$ cat config.mk
export PLATFORM = sky130hd
export DESIGN_NAME = multicycle_controller
export DESIGN_NICKNAME = d
export VERILOG_FILES = /design/src/rtl/multicycle_controller.sv
export SDC_FILE = /design/constraint.sdc
export NUM_CORES = 1
export LEC_CHECK = 0
export CORE_ASPECT_RATIO = 1.2
export CORE_MARGIN = 4
export CORE_UTILIZATION = 40
export DETAILED_ROUTE_END_ITERATION = 8
export GPL_TIMING_DRIVEN = 1
export HOLD_SLACK_MARGIN = 0.08
export MAX_ROUTING_LAYER = met4
export PLACE_DENSITY_LB_ADDON = 0.25
export SLEW_MARGIN = 20
export SYNTH_ARGS = -nofsm -noshare
export SYNTH_HDL_FRONTEND = slang
export SYNTH_SLANG_ARGS = --single-unit
export TNS_END_PERCENT = 1
$ cat constraint.sdc
create_clock -name clk -period 3.37 [get_ports clk]
set_clock_uncertainty 0.2 [all_clocks]
set_input_delay 0.674 -clock clk [delete_from_list [all_inputs] [get_ports clk]]
set_output_delay 0.674 -clock clk [all_outputs]
set_load 0.005 [all_outputs]
$ cat src/rtl/multicycle_controller.sv
// rtl/multicycle_controller.sv - multi-cycle RV32I control FSM with memory handshake, wait timeout and sticky faults
//
// Sequences one instruction at a time over the shared ALU and memory port.
// Ports:
//   clk, reset            rising-edge clock, synchronous active-high reset
//   opcode                opcode field from the instruction register
//   zero                  ALU zero flag (BEQ decision)
//   mem_ready             memory completes the current access this cycle
//   pc_write, ir_write    PC / instruction+oldPC register enables
//   adr_src               memory address select (0 PC, 1 ALUOut)
//   mem_read, mem_write   memory request strobes
//   reg_write             register file write enable
//   alu_src_a, alu_src_b  ALU operand selects
//   alu_op                ALU decoder class
//   result_src            result mux select
//   branch                BEQ state active
//   illegal, bus_err      sticky fault flags, cleared only by reset
//   state                 current state code for debug
module multicycle_controller #(
  parameter int OPCODE_W = 7,
  parameter int WAIT_W   = 8,
  parameter int MAX_WAIT = 255
) (
  input  logic                clk,
  input  logic                reset,
  input  logic [OPCODE_W-1:0] opcode,
  input  logic                zero,
  input  logic                mem_ready,
  output logic                pc_write,
  output logic                ir_write,
  output logic                adr_src,
  output logic                mem_read,
  output logic                mem_write,
  output logic                reg_write,
  output logic [1:0]          alu_src_a,
  output logic [1:0]          alu_src_b,
  output logic [1:0]          alu_op,
  output logic [1:0]          result_src,
  output logic                branch,
  output logic                illegal,
  output logic                bus_err,
  output logic [3:0]          state
);

  typedef enum logic [3:0] {
    S_FETCH    = 4'd0,
    S_DECODE   = 4'd1,
    S_MEMADR   = 4'd2,
    S_MEMREAD  = 4'd3,
    S_MEMWB    = 4'd4,
    S_MEMWRITE = 4'd5,
    S_EXECR    = 4'd6,
    S_EXECI    = 4'd7,
    S_ALUWB    = 4'd8,
    S_BEQ      = 4'd9,
    S_LUI      = 4'd10,
    S_JAL      = 4'd11,
    S_FAULT    = 4'd15
  } state_t;

  localparam logic [OPCODE_W-1:0] OP_LOAD  = OPCODE_W'(7'b0000011);
  localparam logic [OPCODE_W-1:0] OP_STORE = OPCODE_W'(7'b0100011);
  localparam logic [OPCODE_W-1:0] OP_RTYPE = OPCODE_W'(7'b0110011);
  localparam logic [OPCODE_W-1:0] OP_ITYPE = OPCODE_W'(7'b0010011);
  localparam logic [OPCODE_W-1:0] OP_BEQ   = OPCODE_W'(7'b1100011);
  localparam logic [OPCODE_W-1:0] OP_LUI   = OPCODE_W'(7'b0110111);
  localparam logic [OPCODE_W-1:0] OP_JAL   = OPCODE_W'(7'b1101111);
  localparam logic [WAIT_W-1:0]   WAIT_MAX = WAIT_W'(MAX_WAIT);

  state_t              state_q;
  state_t              state_d;
  logic [WAIT_W-1:0]   wait_cnt;
  logic                wait_state;
  logic                timeout;
  logic                set_illegal;
  logic                set_bus_err;

  assign state = state_q;

  // States that hold on the memory handshake and therefore count wait cycles.
  assign wait_state = (state_q == S_FETCH) || (state_q == S_MEMREAD) || (state_q == S_MEMWRITE);
  // A ready in the same cycle as the limit is honoured, so the timeout needs !mem_ready.
  assign timeout    = wait_state && !mem_ready && (wait_cnt == WAIT_MAX);

  // State register, wait counter and sticky flags.
  always_ff @(posedge clk) begin
    if (reset) begin
      state_q  <= S_FETCH;
      wait_cnt <= '0;
      illegal  <= 1'b0;
      bus_err  <= 1'b0;
    end else begin
      state_q <= state_d;
      if (state_d != state_q) begin
        wait_cnt <= '0;
      end else if (wait_state && !mem_ready) begin
        wait_cnt <= wait_cnt + WAIT_W'(1);
      end
      if (set_illegal) begin
        illegal <= 1'b1;
      end
      if (set_bus_err) begin
        bus_err <= 1'b1;
      end
    end
  end

  // Next-state logic.
  always_comb begin
    state_d     = state_q;
    set_illegal = 1'b0;
    set_bus_err = 1'b0;
    case (state_q)
      S_FETCH:    if (mem_ready) state_d = S_DECODE;
      S_DECODE: begin
        case (opcode)
          OP_LOAD, OP_STORE: state_d = S_MEMADR;
          OP_RTYPE:          state_d = S_EXECR;
          OP_ITYPE:          state_d = S_EXECI;
          OP_BEQ:            state_d = S_BEQ;
          OP_LUI:            state_d = S_LUI;
          OP_JAL:            state_d = S_JAL;
          default: begin
            state_d     = S_FAULT;
            set_illegal = 1'b1;
          end
        endcase
      end
      S_MEMADR:   state_d = (opcode == OP_LOAD) ? S_MEMREAD : S_MEMWRITE;
      S_MEMREAD:  if (mem_ready) state_d = S_MEMWB;
      S_MEMWB:    state_d = S_FETCH;
      S_MEMWRITE: if (mem_ready) state_d = S_FETCH;
      S_EXECR:    state_d = S_ALUWB;
      S_EXECI:    state_d = S_ALUWB;
      S_LUI:      state_d = S_ALUWB;
      S_ALUWB:    state_d = S_FETCH;
      S_BEQ:      state_d = S_FETCH;
      S_JAL:      state_d = S_ALUWB;  // ALUWB then writes the PC+4 computed here
      S_FAULT:    state_d = S_FAULT;
      default:    state_d = S_FAULT;
    endcase
    if (timeout) begin
      state_d     = S_FAULT;
      set_bus_err = 1'b1;
    end
  end

  // Output logic; pc_write/ir_write in FETCH and pc_write in BEQ are Mealy.
  always_comb begin
    pc_write   = 1'b0;
    ir_write   = 1'b0;
    adr_src    = 1'b0;
    mem_read   = 1'b0;
    mem_write  = 1'b0;
    reg_write  = 1'b0;
    alu_src_a  = 2'b00;
    alu_src_b  = 2'b00;
    alu_op     = 2'b00;
    result_src = 2'b00;
    branch     = 1'b0;
    case (state_q)
      S_FETCH: begin
        mem_read   = 1'b1;
        alu_src_b  = 2'b10;
        result_src = 2'b10;
        ir_write   = mem_ready;
        pc_write   = mem_ready;
      end
      S_DECODE: begin
        alu_src_a = 2'b01;
        alu_src_b = 2'b01;
      end
      S_MEMADR: begin
        alu_src_a = 2'b10;
        alu_src_b = 2'b01;
      end
      S_MEMREAD: begin
        adr_src  = 1'b1;
        mem_read = 1'b1;
      end
      S_MEMWB: begin
        result_src = 2'b01;
        reg_write  = 1'b1;
      end
      S_MEMWRITE: begin
        adr_src   = 1'b1;
        mem_write = 1'b1;
      end
      S_EXECR: begin
        alu_src_a = 2'b10;
        alu_op    = 2'b10;
      end
      S_EXECI: begin
        alu_src_a = 2'b10;
        alu_src_b = 2'b01;
        alu_op    = 2'b10;
      end
      S_LUI: begin
        alu_src_a = 2'b11;
        alu_src_b = 2'b01;
        alu_op    = 2'b11;
      end
      S_ALUWB: begin
        reg_write = 1'b1;
      end
      S_BEQ: begin
        alu_src_a = 2'b10;
        alu_op    = 2'b01;
        branch    = 1'b1;
        pc_write  = zero;
      end
      S_JAL: begin
        alu_src_a = 2'b01;
        alu_src_b = 2'b10;
        pc_write  = 1'b1;
      end
      default: begin
      end
    endcase
    // An instruction interrupted by reset must not commit anything.
    if (reset) begin
      pc_write  = 1'b0;
      ir_write  = 1'b0;
      reg_write = 1'b0;
      mem_write = 1'b0;
    end
  end

endmodule

==> flow_metrics.tcl <==
set metrics [dict create \
    grt_pass1_vias 1128 \
    nNetsFinal 191 \
    drive_gt1_frac 0.102 \
    drc 0 \
    clock_path_buffers 2 \
    clock-sinks 14 \
    grt-ovfl-total 0 \
    clk_pin_slew_worst_paths_ns 0.07 \
    ys_warn_count 0 \
    cts_made_buffers 3 \
    vdd_drop_max_mv 0.519 \
    worstSetupEndpointType "flop" \
    worstPathCellList "clkdlybuf4s50_1 > or4bb_1 > a31oi_1 > o22ai_1 > o41a_1 > a211o_4 > nor4b_4" \
    total_leakage_power_nw 0.536 \
    setup_viol_count_final 0 \
    cp_data_required_time_ns 3.36 \
    grt_start_max_net_pins 25 \
    async_reset_ff_frac 0 \
    ctsHtreeMaxLevel 1 \
    vias_per_cell 5.76 \
    tritoncts "yes" \
    netSwitchingFraction 0.429 \
    power_switching_mw 0.499 \
    synth_seq_cells 14 \
    drt_pass1_iterations 4 \
    grtUsageTotal 0.164 \
    post-place-cells 207 \
    postRouteAntennaNets 0 \
    syn_to_final_growth_pct 34.4 \
    grt_setup_unrepaired "false" \
    synthesis.nets 159 \
    crit_fanout 8 \
    fmax_mhz 321 \
    seqCellArea_sq_um 280 \
    fp.dieArea_sq_mm 0.00368 \
    insertion_delay_ns 0.28 \
    ys_seq_area_frac 0.253 \
    num_rows 20 \
    place_area_sq_mm 0.00147 \
    num-fill-cells 244 \
    ys.flop_type "dfxtp_1" \
    final_cells 210 \
    globalplace.congestion 0.880 \
    worst_setup_path_start_kind "input pin" \
    period_share 0.923 \
    maxSlewHeadroom 0.532 \
    fp.dieW_microns 56.1 \
    synth_edf_count 0 \
    core_area_sq_mm 0.00260 \
    place_hpwl_mm 2.22 \
    drt_iter0_markers 50 \
    period_minus_slack_ns 3.11 \
    max-cap-violations 0 \
    setup_tns_ns 0 \
    io_pins 32 \
    power_frac_seq 0.206 \
    drv_slew 0 \
    synth_cells 147 \
    power.share.clock 0.078 \
    vias 1210 \
    postCtsHoldBufs 0 \
    die_y_microns 65.7 \
    antenna_cells 0 \
    combPwrFrac 0.717 \
    start_util 0.426 \
    crit_arrival_ns 3.10 \
    outcome "finished, final reports clean" \
    ys_types 46 \
    hold_violations 0 \
    grt_pass1_wl_mm 4.86 \
    fin_util 0.573 \
    cp_slowest_cell "clkdlybuf4s50_1" \
    avgSynthCellArea_sq_um 7.54 \
    wl_per_cell_microns 13.7 \
    critical-path-max-stage-delay_ns 0.53 \
    portBuffers 31 \
    cts-root-buf "clkbuf_4" \
    path_class "input pin to flop" \
    hp-class "flop to flop" \
    power_density_mw_per_mm2 781 \
    final_cell_area_sq_mm 0.00149 \
    antenna_found_initial 0 \
    internal_power_mw 0.664 \
    syn_area_sq_mm 0.00111 \
    drt_wl_total_mm 2.87 \
    tightestPinTransition_ns 0.692 \
    multi_input_area_sq_um 777 \
]
-- path summary, 6_finish.rpt --
check | startpoint | endpoint | slack [ns] | cells after the start
setup / recovery | opcode[4] | wait_cnt[1] | 0.26 | 7
hold / removal | illegal | illegal | 0.29 | 1
setup reg to reg | state[1] | wait_cnt[1] | 0.67 | 6
hold reg to reg | illegal | illegal | 0.29 | 1
-- power by group through the flow --
stage | combinational, mW | sequential [mW] | clock (mW)
6_report | 0.834 | 0.239 | 0.0903
5_1_grt | 0.911 | 0.247 | 0.105
4_1_cts | 0.835 | 0.241 | 0.0953
3_5_place_dp | 0.836 | 0.244 | 0
3_3_place_gp | 0.819 | 0.245 | 0
2_1_floorplan | 0.509 | 0.220 | 0
-- cell families after synthesis --
group,share of synthesized area
XOR/XNOR,0.0711
multiplexers,0.0214
AO/OA/AOI/OAI,0.187
adder cells (fa/ha/maj),0.0113
buffers and inverters,0.0463
AND/OR/NAND/NOR,0.410
flip-flops,0.253
-- sequential cells by signal, indices dropped and copies added (netlist names) --
signal	flops
wait_cnt	8
state	4
bus_err	1
illegal	1
-- layer usage --
metal  up-vias  global-route usage  wire, microns
met1       549               0.183           1250
met4         0              0.0831             70
li1        606                   -              -
met2        44               0.287           1400
met3        11              0.0196            149
met5         -                   -              0
-- final cells by class --
| cell class | count | area share |
|---|---|---|
| Sequential cell | 14 | 0.188 |
| Tap cell | 33 | 0.0277 |
| Inverter | 2 | 0.00504 |
| Clock buffer | 3 | 0.0151 |
| Multi-Input combinational cell | 120 | 0.521 |
| Timing Repair Buffer | 38 | 0.243 |
-- worst max-delay path: cells and delay by family --
| family | cells | cell delay [ns] |
|---|---|---|
| compound gates | 4 | 1.15 |
| simple gates | 2 | 0.74 |
| buf+inv | 1 | 0.53 |
-- through the flow --
step | power [mW] | worst slack (ns) | hold slack [ns]
floorplan | 0.729 | 0.635 | 0.265
global placement | 1.06 | 0.00381 | 0.258
detailed placement | 1.08 | -0.0253 | 0.276
CTS | 1.17 | 0.250 | 0.298
global route | 1.26 | 0.167 | 0.314
finish | 1.16 | 0.258 | 0.290
-- synth_stat cells, types with 3 or more instances --
library cell,count,share of area
a21oi_1,6,0.027
a31oi_1,4,0.023
and2_1,3,0.017
clkbuf_1,9,0.030
dfxtp_1,14,0.25
nand2_1,15,0.051
nand2b_1,5,0.028
nand3_1,4,0.018
nor2_1,13,0.044
nor3_1,15,0.068
nor3b_1,3,0.020
nor4_1,3,0.017
o21ai_0,5,0.023
xor2_1,7,0.055
-- layout by cell type, fill, tap and decap left out, drive strengths merged, types with 5 or more instances in the layout --
| master | count |
|---|---|
| dfxtp | 14 |
| nor3 | 15 |
| clkdlybuf4s50 | 30 |
| buf | 7 |
| nand2 | 15 |
| o21ai | 7 |
| a21oi | 6 |
| xor2 | 7 |
| nand2b | 5 |
| nor2 | 13 |
-- what timing repair did --
item,in CTS,in global routing
gates resized for setup,1,0
endpoints found under the setup margin,1,0
setup buffers,0,0
endpoints found under the hold margin,0,0
No activity file was read; power rests on OpenSTA's default activity.
